===== config.mk =====
export PLATFORM = sky130hd
export DESIGN_NAME = demux_deser8_flat
export DESIGN_NICKNAME = d
export VERILOG_FILES = /design/src/rtl/demux_deser8_pkg.sv /design/src/rtl/demux_deser8_if.sv /design/src/rtl/demux1to8_reg.sv /design/src/rtl/demux_deser8.sv /design/src/flat_wrapper.sv
export SDC_FILE = /design/constraint.sdc
export NUM_CORES = 1
export LEC_CHECK = 0
export BUFFER_PORTS_ARGS = -buffer_cell sky130_fd_sc_hd__buf_2
export CORE_MARGIN = 5
export CORE_UTILIZATION = 50
export CTS_CLUSTER_DIAMETER = 40
export CTS_CLUSTER_SIZE = 28
export DETAILED_ROUTE_END_ITERATION = 10
export PLACE_DENSITY_LB_ADDON = 0.05
export SYNTH_ARGS = -nofsm -noshare
export SYNTH_HDL_FRONTEND = slang
export SYNTH_HIERARCHICAL = 1
export SYNTH_SLANG_ARGS = --single-unit

===== constraint.sdc =====
create_clock -name clk -period 3.75 [get_ports clk]
set_input_delay 0.5625 -clock clk [delete_from_list [all_inputs] [get_ports clk]]
set_output_delay 0.5625 -clock clk [all_outputs]
set_load 0.01 [all_outputs]

===== src/rtl/demux_deser8_pkg.sv =====
// Shared constants and types for the serial-to-parallel demux deserializer.
package demux_deser8_pkg;

  localparam int DEF_WIDTH = 8;
  localparam int DEF_SEL_W = 3;

  // Output-side occupancy: nothing held, one word held, held word plus staged word.
  typedef enum logic [1:0] {
    EMPTY = 2'd0,
    HOLD  = 2'd1,
    FULL  = 2'd2
  } state_t;

endpackage


===== src/rtl/demux_deser8_if.sv =====
// Serial input / parallel output bundle for demux_deser8.
interface demux_deser8_if #(
  parameter int WIDTH = 8,
  parameter int SEL_W = 3
);
  logic             clr;
  logic             din;
  logic             din_valid;
  logic             din_ready;
  logic [WIDTH-1:0] out_data;
  logic             out_valid;
  logic             out_ready;
  logic [SEL_W-1:0] slot;

  // Bit source and word consumer side.
  modport master (
    output clr, din, din_valid, out_ready,
    input  din_ready, out_data, out_valid, slot
  );

  // Deserializer side.
  modport slave (
    input  clr, din, din_valid, out_ready,
    output din_ready, out_data, out_valid, slot
  );
endinterface


===== src/rtl/demux1to8_reg.sv =====
// Registered 1:WIDTH bit-steering demux: writes d into bit sel when we is high.
module demux1to8_reg #(
  parameter int WIDTH = 8,
  parameter int SEL_W = 3
) (
  input  logic             clk,
  input  logic             rst,
  input  logic             clr,
  input  logic             we,
  input  logic [SEL_W-1:0] sel,
  input  logic             d,
  output logic [WIDTH-1:0] q
);

  // Only the addressed bit changes; reset and clear zero the whole word.
  always_ff @(posedge clk) begin
    if (rst || clr) begin
      q <= '0;
    end else if (we) begin
      q[sel] <= d;
    end
  end

endmodule


===== src/rtl/demux_deser8.sv =====
// Serial bit stream to WIDTH-bit words, with one staging word behind the output.
module demux_deser8
  import demux_deser8_pkg::*;
#(
  parameter int WIDTH     = DEF_WIDTH,
  parameter int SEL_W     = DEF_SEL_W,
  parameter int MSB_FIRST = 1
) (
  input  logic              clk,
  input  logic              rst,
  demux_deser8_if.slave     bus
);

  state_t           state_q, state_d;
  logic [SEL_W-1:0] cnt;
  logic [SEL_W-1:0] sel;
  logic [WIDTH-1:0] asm_q;
  logic [WIDTH-1:0] word_next;
  logic [WIDTH-1:0] stage_q;
  logic [WIDTH-1:0] out_q;
  logic             accept;
  logic             complete;
  logic             load_out;
  logic             load_from_stage;
  logic             load_stage;

  // WIDTH is a power of two, so WIDTH-1-cnt is just the bitwise inverse of cnt.
  assign sel           = (MSB_FIRST != 0) ? ~cnt : cnt;
  assign bus.slot      = sel;
  assign bus.din_ready = (state_q != FULL);
  assign bus.out_valid = (state_q != EMPTY);
  assign bus.out_data  = out_q;
  assign accept        = bus.din_valid && bus.din_ready && !bus.clr;
  assign complete      = accept && (&cnt);

  demux1to8_reg #(
    .WIDTH (WIDTH),
    .SEL_W (SEL_W)
  ) u_asm (
    .clk (clk),
    .rst (rst),
    .clr (bus.clr),
    .we  (accept),
    .sel (sel),
    .d   (bus.din),
    .q   (asm_q)
  );

  // Completed word as it will look once the current bit lands.
  always_comb begin
    word_next      = asm_q;
    word_next[sel] = bus.din;
  end

  // Occupancy next-state and routing of completed/staged words to the output.
  always_comb begin
    state_d         = state_q;
    load_out        = 1'b0;
    load_from_stage = 1'b0;
    load_stage      = 1'b0;
    case (state_q)
      EMPTY: begin
        if (complete) begin
          state_d  = HOLD;
          load_out = 1'b1;
        end
      end
      HOLD: begin
        if (bus.out_ready) begin
          if (complete) load_out = 1'b1;
          else          state_d  = EMPTY;
        end else if (complete) begin
          state_d    = FULL;
          load_stage = 1'b1;
        end
      end
      FULL: begin
        if (bus.out_ready) begin
          state_d         = HOLD;
          load_from_stage = 1'b1;
        end
      end
      default: state_d = EMPTY;
    endcase
  end

  // State, slot counter, output and staging registers.
  always_ff @(posedge clk) begin
    if (rst) begin
      state_q <= EMPTY;
      cnt     <= '0;
      out_q   <= '0;
      stage_q <= '0;
    end else begin
      state_q <= state_d;
      if (load_out)             out_q <= word_next;
      else if (load_from_stage) out_q <= stage_q;
      if (load_stage) stage_q <= word_next;
      if (bus.clr)     cnt <= '0;
      else if (accept) cnt <= cnt + 1'b1;
    end
  end

endmodule


===== src/flat_wrapper.sv =====
// flat-port wrapper written by rule: the top's interface ports become plain ports
module demux_deser8_flat import demux_deser8_pkg::*;
#(
  parameter int WIDTH     = DEF_WIDTH,
  parameter int SEL_W     = DEF_SEL_W,
  parameter int MSB_FIRST = 1
)
  (clk, rst, bus_clr, bus_din, bus_din_valid, bus_out_ready, bus_din_ready, bus_out_data, bus_out_valid, bus_slot);
  demux_deser8_if #(.WIDTH(WIDTH), .SEL_W(SEL_W)) bus_i ();
  input  logic clk;
  input  logic rst;
  input wire logic [$bits(bus_i.clr)-1:0] bus_clr;
  input wire logic [$bits(bus_i.din)-1:0] bus_din;
  input wire logic [$bits(bus_i.din_valid)-1:0] bus_din_valid;
  input wire logic [$bits(bus_i.out_ready)-1:0] bus_out_ready;
  output wire logic [$bits(bus_i.din_ready)-1:0] bus_din_ready;
  output wire logic [$bits(bus_i.out_data)-1:0] bus_out_data;
  output wire logic [$bits(bus_i.out_valid)-1:0] bus_out_valid;
  output wire logic [$bits(bus_i.slot)-1:0] bus_slot;
  assign bus_i.clr = bus_clr;
  assign bus_i.din = bus_din;
  assign bus_i.din_valid = bus_din_valid;
  assign bus_i.out_ready = bus_out_ready;
  assign bus_din_ready = bus_i.din_ready;
  assign bus_out_data = bus_i.out_data;
  assign bus_out_valid = bus_i.out_valid;
  assign bus_slot = bus_i.slot;
  demux_deser8 #(.WIDTH(WIDTH), .SEL_W(SEL_W), .MSB_FIRST(MSB_FIRST)) u_core (.clk(clk), .rst(rst), .bus(bus_i));
endmodule

==> flow_summary.ini, run 1 <==
[outcome]
status = finished clean

[sta]
rsz0062_at_grt = false
fin_crit_ns = 1.89
fin_worst_skew_ns = 0.00686
max_freq_ghz = 0.528
relSlewSlack_pct = 55.9
slew_viol_final = 0
finalHoldViolCount = 0
totalNegativeSetupSlack_ns = 0
final.period_utilization_pct = 50.5
worst_slew_pin_slew_ns = 0.660
final-setup-viol-count = 0

[floorplan]
die_h_um = 64.7
start_util_pct = 53.4
die_x_um = 64.7
coreArea_mm2 = 0.00281
rows = 19
die_area_mm2 = 0.00419
io_pins = 19

[clock_network]
clock_latency_ns = 0.32
cts_tree = yes
htree_levels = 2
hold_buffers = 0
clock-sinks = 29
cts_made_buffers = 5
cts-resized-gates = 0
root_buffer = clkbuf_4
post_cts_buffers = 0
clkTransAtPathRegs_ns = 0.10
clockBufferDepth = 2

[layout]
stdcell_area_mm2 = 0.00165
fin_util_pct = 58.7
instances_no_fill = 194
syn2layout_area_growth_pct = 9.86
drive_gt1_share_pct = 25.2
diodes = 0
final_nets = 170

[global_routing]
grt-ovfl-total = 0
grt_max_degree = 24
grt_pass1_wl_mm = 5.50
groute.usage.overall_pct = 16.6
antenna_found_initial = 0
grt_pass1_vias = 1147

[setup_path]
crit_path_cell_trace = ha_1 > ha_1 > nand3b_1 > nor3_2 > a211oi_1
crit_family = simple AND/OR/NAND/NOR gates
worstPathMaxFanout = 11
startpoint = u_core/cnt[0]
critPathMaxStageDelay_ns = 0.53
critical_path.n_buffers_inverters = 0
cp.depth = 5
reg2reg_depth = 5
cp_common_cell = ha_1
criticalPathCategory = reg2reg
reg2reg_from = u_core/cnt[0]
endpoint_kind = flop
rrSetupSlack_ns = 1.86
r2r-end = u_core/stage_q[0]
crit_slowest_cell = dfxtp_1
crit_required_ns = 3.92
start_kind = flop
setup.worst_path.end = u_core/stage_q[0]
crit_arrival_ns = 2.06

[detailed_routing]
firstDrtPassIters = 4
drt_wl_total_mm = 3.27
via_count = 1179
drt_iter0_drc = 95
remaining_drc_errors = 0
viasPerCell = 6.08
drtAntennaViolNets = 0
post_drt_wl_per_cell_um = 16.8

[synthesis]
synthCells = 146
synthTopCellsByCount = 29 x dfxtp_1, 25 x mux2i_1, 12 x a21oi_1, 8 x o22ai_1, 8 x or3b_2
ys_warn_count = 6
async_flop_share_pct = 0
synth.largest_area_cell = dfxtp_1
syn_nets = 154
synthDistinctLibCells = 34
syn_area_mm2 = 0.00150
ys_seq_area_share_pct = 38.8
synth_top_area_share_pct = 38.8
synth_ff_type = dfxtp_1
yosys_register_bits = 29
yosysMostFrequentCell = dfxtp_1
synthTopCellsByArea = dfxtp_1 39%, mux2i_1 17%, or3b_2 4.7%, a21oi_1 4.0%, a211oi_1 3.5%
avgSynthCellArea_um2 = 10.3
synth_enable_flop_cells = 0

[pwr]
peakVddDrop_uv = 377
power_density_mw_per_mm2 = 366
p_leak_nw = 0.689

[hold_path]
hp-class = reg2reg

[run]
maxCapViolCount = 0

[place]
dpl.hpwl_mm = 2.22
dp.cells = 186
place_area_mm2 = 0.00156
gp_congestion = 0.781
portBuffers = 18
==> kinds of logic (layout without fill, tap and decap cells) <==
group | after synthesis | after routing | synth area share [%]
muxes | 25 | 25 | 16.7
DFF | 29 | 29 | 38.8
adders and majority gates | 2 | 2 | 1.67
buffers and inverters | 13 | 30 | 5.43
and+or+nand+nor | 43 | 43 | 23.1
AOI/OAI and AO/OA | 34 | 34 | 14.4
==> report_power, final <==
group | total [mW] | leakage, nW | switching, mW | internal (mW)
Clock | 0.267 | 0.0455 | 0.108 | 0.159
Combinational | 0.0258 | 0.410 | 0.0168 | 0.00899
Sequential | 0.310 | 0.234 | 0.00127 | 0.308
Total | 0.602 | 0.689 | 0.126 | 0.477
==> stage by stage <==
stage               total power [mW]  worst slack [ns]  hold slack, ns
finish                         0.602              1.86           0.528
detailed placement             0.342              1.85           0.516
global route                   0.627              1.76           0.578
global placement               0.341              1.89           0.511
floorplan                      0.333              2.26           0.491
CTS                            0.609              1.87           0.530
==> per-layer routing <==
layer / track usage, % / routed length (um)
met5: 0 / 0
met4: 6.86 / 41
met3: 4.15 / 130
met2: 26.6 / 1580
met1: 21.3 / 1520
==> state kept, by name, indices dropped and copies added, names as in the netlist <==
| register | flops |
|---|---|
| u_core/bus.out_data | 8 |
| u_core/stage_q | 8 |
| u_core/u_asm/q | 8 |
| u_core/cnt | 3 |
| u_core/state_q | 2 |
==> placed cells by master (no fill, tap or decap) <==
| cell type | count |
|---|---|
| a211oi_1 | 7 |
| a211oi_2 | 1 |
| a21o_1 | 1 |
| a21oi_1 | 12 |
| a2bb2oi_1 | 1 |
| and2b_1 | 1 |
| and4bb_1 | 3 |
| and4bb_4 | 1 |
| buf_2 | 18 |
| bufinv_16 | 1 |
| clkbuf_1 | 1 |
| clkbuf_4 | 5 |
| clkbuf_8 | 1 |
| dfxtp_1 | 29 |
| ha_1 | 2 |
| inv_1 | 4 |
| mux2i_1 | 25 |
| nand2b_1 | 2 |
| nand3_1 | 4 |
| nand3b_1 | 5 |
| nand3b_2 | 1 |
| nand4_1 | 1 |
| nand4b_1 | 3 |
| nor2_1 | 2 |
| nor2b_1 | 2 |
| nor3_1 | 1 |
| nor3_2 | 1 |
| nor3b_1 | 3 |
| nor4b_2 | 1 |
| o21ai_0 | 3 |
| o22ai_1 | 8 |
| o32ai_1 | 1 |
| or2_2 | 3 |
| or3b_1 | 1 |
| or3b_2 | 8 |
==> final cells by class <==
type | instances | area (um^2)
Clock buffer | 7 | 55.1
Clock inverter | 1 | 30.0
Fill cell | 248 | 1160
Inverter | 4 | 15.0
Multi-Input combinational cell | 104 | 836
Sequential cell | 29 | 581
Tap cell | 31 | 38.8
Timing Repair Buffer | 18 | 90.1
==> worst min-delay path by stage <==
| stage | start | endpoint | slack [ns] | cells after the start |
|---|---|---|---|---|
| CTS | u_core/stage_q[1] | u_core/stage_q[1] | 0.53 | 2 |
| global placement | u_core/stage_q[3] | u_core/stage_q[3] | 0.51 | 2 |
| floorplan | u_core/state_q[0] | u_core/state_q[0] | 0.49 | 1 |
| finish | u_core/stage_q[1] | u_core/stage_q[1] | 0.53 | 2 |
| global route | u_core/stage_q[6] | u_core/stage_q[6] | 0.58 | 2 |
| detailed placement | u_core/stage_q[1] | u_core/stage_q[1] | 0.52 | 2 |
==> tightest hold or removal path, cell delays in order (launching register included) <==
cell and delay [ns]:
dfxtp_1 0.32, a21oi_1 0.11, a211oi_1 0.06
No activity file was read; power rests on OpenSTA's default activity.
==> run 2, diff against run 1 <==
==> constraint.sdc (replaced) <==
create_clock -name clk -period 1.9 [get_ports clk]
set_input_delay 0.285 -clock clk [delete_from_list [all_inputs] [get_ports clk]]
set_output_delay 0.285 -clock clk [all_outputs]
set_load 0.01 [all_outputs]
==> run 2 against run 1 <==
Non-clock buffer count is 4 higher. Sequential power grew 97%. Critical path depth shrank 1. Worst hold slack worse by 0.23 ns. Die area did not move. Count of clock-buffer cells in the layout unchanged. Wire length grew 3.4%. Global-route usage increased by 1.9 points. Maximum frequency up 12%. Final cell count is 2.1% higher. Sequential share of layout area is 0.27 points lower. Largest power group unchanged.
==> flow_summary.ini, run 2 (synthesized netlist as in run 1, its figures left out) <==
[outcome]
status = finished clean

[detailed_routing]
via_count = 1195
remaining_drc_errors = 0
dr_wl_met3_um = 161
post_drt_wl_per_cell_um = 17.1
highest_layer = met4
drt_iter0_drc = 88
drtAntennaViolNets = 0
met1_length_mm = 1.66
firstDrtPassIters = 5
drt_wl_total_mm = 3.38
viasPerCell = 6.04
wl_met2_mm = 1.51

[setup_path]
endpoint_kind = flop
critPathMaxStageDelay_ns = 0.41
crit_arrival_ns = 1.96
crit_path_cell_trace = and2b_1 > nor2_1 > nor4b_2 > mux2i_1
start_kind = flop
criticalPathCategory = reg2reg
worstPathMaxFanout = 8
crit_slowest_cell = dfxtp_1
crit_required_ns = 2.16

[floorplan]
die_h_um = 64.7
rows = 19
start_util_pct = 53.4
die_area_mm2 = 0.00419
io_pins = 19
die_x_um = 64.7
coreArea_mm2 = 0.00281

[layout]
fillers = 257
drive_gt1_share_pct = 28.1
fin_util_pct = 59.2
diodes = 0
instances_no_fill = 198
final_nets = 174
final_cell_mix = 28 x dfxtp_1, 25 x mux2i_1, 18 x buf_2
syn2layout_area_growth_pct = 10.9
final_common_cell = dfxtp_1

[sta]
totalNegativeSetupSlack_ns = 0
final.period_utilization_pct = 89.4
worst_slew_pin_slew_ns = 0.564
max_freq_ghz = 0.589
rsz0062_at_grt = false
final-setup-viol-count = 0
fin_crit_ns = 1.70
slew_viol_final = 0
finalHoldViolCount = 0
relSlewSlack_pct = 62.3
timing.final.ws_setup_ns = 0.202
fin_worst_skew_ns = 0.00711

[run]
maxCapViolCount = 0

[clock_network]
clock-sinks = 29
cts_made_buffers = 5
htree_levels = 2
clkTransAtPathRegs_ns = 0.10
clockBufferDepth = 2
root_buffer = clkbuf_4
hold_buffers = 0
clock_latency_ns = 0.33
cts_tree = yes

[place]
dp.cells = 190
dpl.hpwl_mm = 2.31
portBuffers = 18
preCtsSetupSlack_ns = 0.149
gp_congestion = 0.803

[global_routing]
grt-ovfl-total = 0
grt_max_degree = 24
grt_pass1_wl_mm = 6.00
antenna_found_initial = 0
grt_pass1_vias = 1217
groute.usage.overall_pct = 18.5

[pwr]
power_density_mw_per_mm2 = 660
p_leak_nw = 0.707
p_total_mw = 1.10
peakVddDrop_uv = 431

[hold_path]
hp-class = in2reg
run 2: critical path: cells and delay by family, from the launching register on:
family           cells  cell delay, ns
DFF                  1            0.41
muxes                1            0.22
and+or+nand+nor      3            1.00
run 2: through the flow:
stage | hold slack, ns | cell area [um^2]
finish | 0.303 | 1660
global route | 0.306 | 1660
CTS | 0.288 | 1660
detailed placement | 0.513 | 1590
global placement | 0.507 | 1590
floorplan | 0.455 | 1500
run 2: cell type report:
type                       instances  area [um^2]  share of cell area, %
inverter                           4         15.0                  0.904
sequential                        29          582                   35.0
clock buffer                       7         65.1                   3.92
tap                               31         38.8                   2.33
multi-input combinational        104          836                   50.3
timing repair buffer              22          120                   7.23
clock inverter                     1         5.00                  0.301
run 2: where the power goes:
part	internal, mW	leakage (nW)	switching, mW
Combinational	0.0193	0.431	0.0342
Sequential	0.609	0.234	0.00233
Clock	0.214	0.0413	0.218
Total	0.842	0.707	0.254
run 2: repair_timing:
| item | 4_1_cts | 5_1_grt |
|---|---|---|
| setup endpoints to repair | 0 | 8 |
| buffers inserted | 0 | 0 |
| gates resized for setup | 0 | 1 |
run 2: path summary, 6_finish.rpt:
kind	startpoint	to	slack, ns	cells after the start
worst max-delay path	u_core/state_q[0]	u_core/u_asm/q[0]	0.20	4
worst min-delay path	bus_out_ready	u_core/state_q[0]	0.30	3
worst max register to register	u_core/state_q[0]	u_core/u_asm/q[0]	0.20	4
worst min register to register	u_core/stage_q[6]	u_core/stage_q[6]	0.52	2
run 2: per-layer routing:
layer | global-route usage, % | vias up
met5 | 0 | -
met4 | 6.07 | 0
met3 | 7.08 | 7
met2 | 27.8 | 27
met1 | 24.2 | 567
li1 | - | 594
==> run 3, diff against run 2 <==
--- a/config.mk
+++ b/config.mk
@@ -7,12 +7,11 @@
 export LEC_CHECK = 0
 export BUFFER_PORTS_ARGS = -buffer_cell sky130_fd_sc_hd__buf_2
 export CORE_MARGIN = 5
-export CORE_UTILIZATION = 50
+export CORE_UTILIZATION = 55
 export CTS_CLUSTER_DIAMETER = 40
 export CTS_CLUSTER_SIZE = 28
 export DETAILED_ROUTE_END_ITERATION = 10
 export PLACE_DENSITY_LB_ADDON = 0.05
 export SYNTH_ARGS = -nofsm -noshare
 export SYNTH_HDL_FRONTEND = slang
-export SYNTH_HIERARCHICAL = 1
 export SYNTH_SLANG_ARGS = --single-unit
==> run 3 against run 2 <==
Combinational power is 29% higher. Synthesized cell count is 2.7% lower. Non-clock buffer count is 2 higher. Worst hold slack better by 0.0075 ns. Count of clock-buffer cells in the layout stayed put. Clock skew is 0.011 ns higher. Critical path type is now reg2out. Largest cell class unchanged. Highest routed layer unchanged.
==> flow_summary.ini, run 3 <==
[outcome]
status = finished clean

[setup_path]
r2r-end = u_core.stage_q[7]
worstPathMaxFanout = 13
crit_family = buffers and inverters
crit_slowest_cell = dfxtp_1
rrSetupSlack_ns = 0.20
criticalPathCategory = reg2out
crit_path_cell_trace = and2b_1 > inv_1 > buf_2
critPathMaxStageDelay_ns = 0.39
critical_path.n_buffers_inverters = 2
crit_arrival_ns = 1.52
reg2reg_depth = 5
endpoint_kind = output port
reg2reg_from = u_core.cnt[0]
start_kind = flop
crit_required_ns = 1.62

[synthesis]
synth_top_area_share_pct = 42.7
async_flop_share_pct = 0
synth.largest_area_cell = dfxtp_1
ys_seq_area_share_pct = 42.7
synthCells = 142
syn_area_mm2 = 0.00136
synth_enable_flop_cells = 0
synthTopCellsByCount = 29 x dfxtp_1, 19 x a21oi_1, 17 x mux2i_1, 15 x a211oi_1, 8 x o22ai_1
synth_ff_type = dfxtp_1
synthTopCellsByArea = dfxtp_1 43%, mux2i_1 13%, a211oi_1 8.3%, a21oi_1 7.0%, o22ai_1 3.7%
syn_nets = 150
avgSynthCellArea_um2 = 9.57
yosysMostFrequentCell = dfxtp_1
ys_warn_count = 0
synthDistinctLibCells = 31
yosys_register_bits = 29

[pwr]
p_switching_mw = 0.267
peakVddDrop_uv = 600
p_seq_share_pct = 55.1
p_leak_nw = 0.651
power_frac_clock_pct = 38.8
power_density_mw_per_mm2 = 730
pwr-share-comb_pct = 6.1
power.internal_mw = 0.852
power_switching_share_pct = 23.9

[global_routing]
grt_pass1_wl_mm = 5.38
grt-ovfl-total = 0
grt_pass1_vias = 1172
grt_max_degree = 14
groute.usage.overall_pct = 20.2
antenna_found_initial = 0

[clock_network]
cts_tree = yes
root_buffer = clkbuf_4
htree_levels = 2
clkTransAtPathRegs_ns = 0.10
clockBufferDepth = 2
cts_made_buffers = 5
clock_latency_ns = 0.33
post_cts_buffers = 0
hold_buffers = 0
clock-sinks = 29

[layout]
diodes = 0
instances_no_fill = 191
final_cell_mix = 28 x dfxtp_1, 19 x a21oi_1, 18 x buf_2
drive_gt1_share_pct = 24.8
syn2layout_area_growth_pct = 12.8
fin_util_pct = 63.6
final_nets = 168
final_common_cell = dfxtp_1

[floorplan]
die_area_mm2 = 0.00356
io_pins = 19
coreArea_mm2 = 0.00241
die_h_um = 59.7
die_x_um = 59.7
start_util_pct = 56.4
rows = 18

[hold_path]
min_from = rst
hold_end = u_core.stage_q[5]
hold_depth = 2
hp-class = in2reg

[sta]
worst_slew_pin_slew_ns = 0.559
totalNegativeSetupSlack_ns = 0
max_freq_ghz = 0.555
fin_crit_ns = 1.80
fin_worst_skew_ns = 0.0179
final.period_utilization_pct = 94.8
relSlewSlack_pct = 62.6
slew_viol_final = 0
finalHoldViolCount = 0
rsz0062_at_grt = false
final-setup-viol-count = 0

[run]
maxCapViolCount = 0

[detailed_routing]
drtAntennaViolNets = 0
drt_wl_total_mm = 3.16
post_drt_wl_per_cell_um = 16.5
firstDrtPassIters = 4
remaining_drc_errors = 0
viasPerCell = 6.04
drt_iter0_drc = 39
via_count = 1154

[place]
dpl.hpwl_mm = 2.16
gp_congestion = 0.791
dp.cells = 183
portBuffers = 18
-- run 3: cell families after synthesis --
logic type / count (synthesis) / share of synthesized area [%]
AO/OA/AOI/OAI: 50 / 23.7
adder cells (fa/ha/maj): 2 / 1.84
buffers and inverters: 18 / 6.54
flip-flops: 29 / 42.7
multiplexers: 17 / 12.5
AND/OR/NAND/NOR: 26 / 12.7
-- run 3: metrics by stage --
step | setup slack (ns) | power (mW) | instance area, um^2 | hold slack, ns
2_1_floorplan | 0.357 | 0.675 | 1360 | 0.457
3_3_place_gp | 0.294 | 0.696 | 1460 | 0.506
3_5_place_dp | 0.211 | 0.699 | 1460 | 0.515
4_1_cts | 0.0976 | 1.13 | 1530 | 0.286
5_1_grt | 0.0136 | 1.17 | 1530 | 0.295
6_report | 0.0994 | 1.12 | 1530 | 0.310
-- run 3: timing repair --
item / 4_1_cts / 5_1_grt
endpoints found under the hold margin: 0 / 0
gates resized for setup: 0 / 1
setup endpoints to repair: 0 / 1
-- run 3: power by group through the flow --
stage          clock [mW]  sequential, mW  combinational, mW
3_5_place_dp            0           0.631             0.0683
2_1_floorplan           0           0.630             0.0457
6_report            0.434           0.617             0.0687
4_1_cts             0.442           0.617             0.0687
3_3_place_gp            0           0.630             0.0663
5_1_grt             0.472           0.618             0.0758
-- run 3: cell type report --
class,count,area (um^2)
clock inverters,1,5.00
flip-flops and latches,29,582
well taps,30,37.5
inverters,5,18.8
multi-input cells,95,689
clock buffers,7,65.1
repair buffers,24,135
fillers,205,877
-- run 3: how the worst max path moves through the flow --
| stage | endpoint | start | cells past startpoint |
|---|---|---|---|
| final | bus_din_ready | u_core.state_q[0] | 3 |
| after global routing | bus_din_ready | u_core.state_q[0] | 3 |
| after CTS | bus_din_ready | u_core.state_q[1] | 3 |
| after detailed placement | u_core.stage_q[6] | u_core.cnt[1] | 5 |
| after global placement | u_core.stage_q[3] | u_core.cnt[0] | 5 |
| after floorplan | u_core.state_q[1] | u_core.cnt[0] | 7 |
-- run 3: routing by layer --
metal	GRT usage [%]	vias to the layer above	wire (um)
met1	23.8	551	1400
li1	-	559	-
met3	6.05	7	219
met4	11.7	0	76
met2	32.4	37	1460
met5	0	-	0
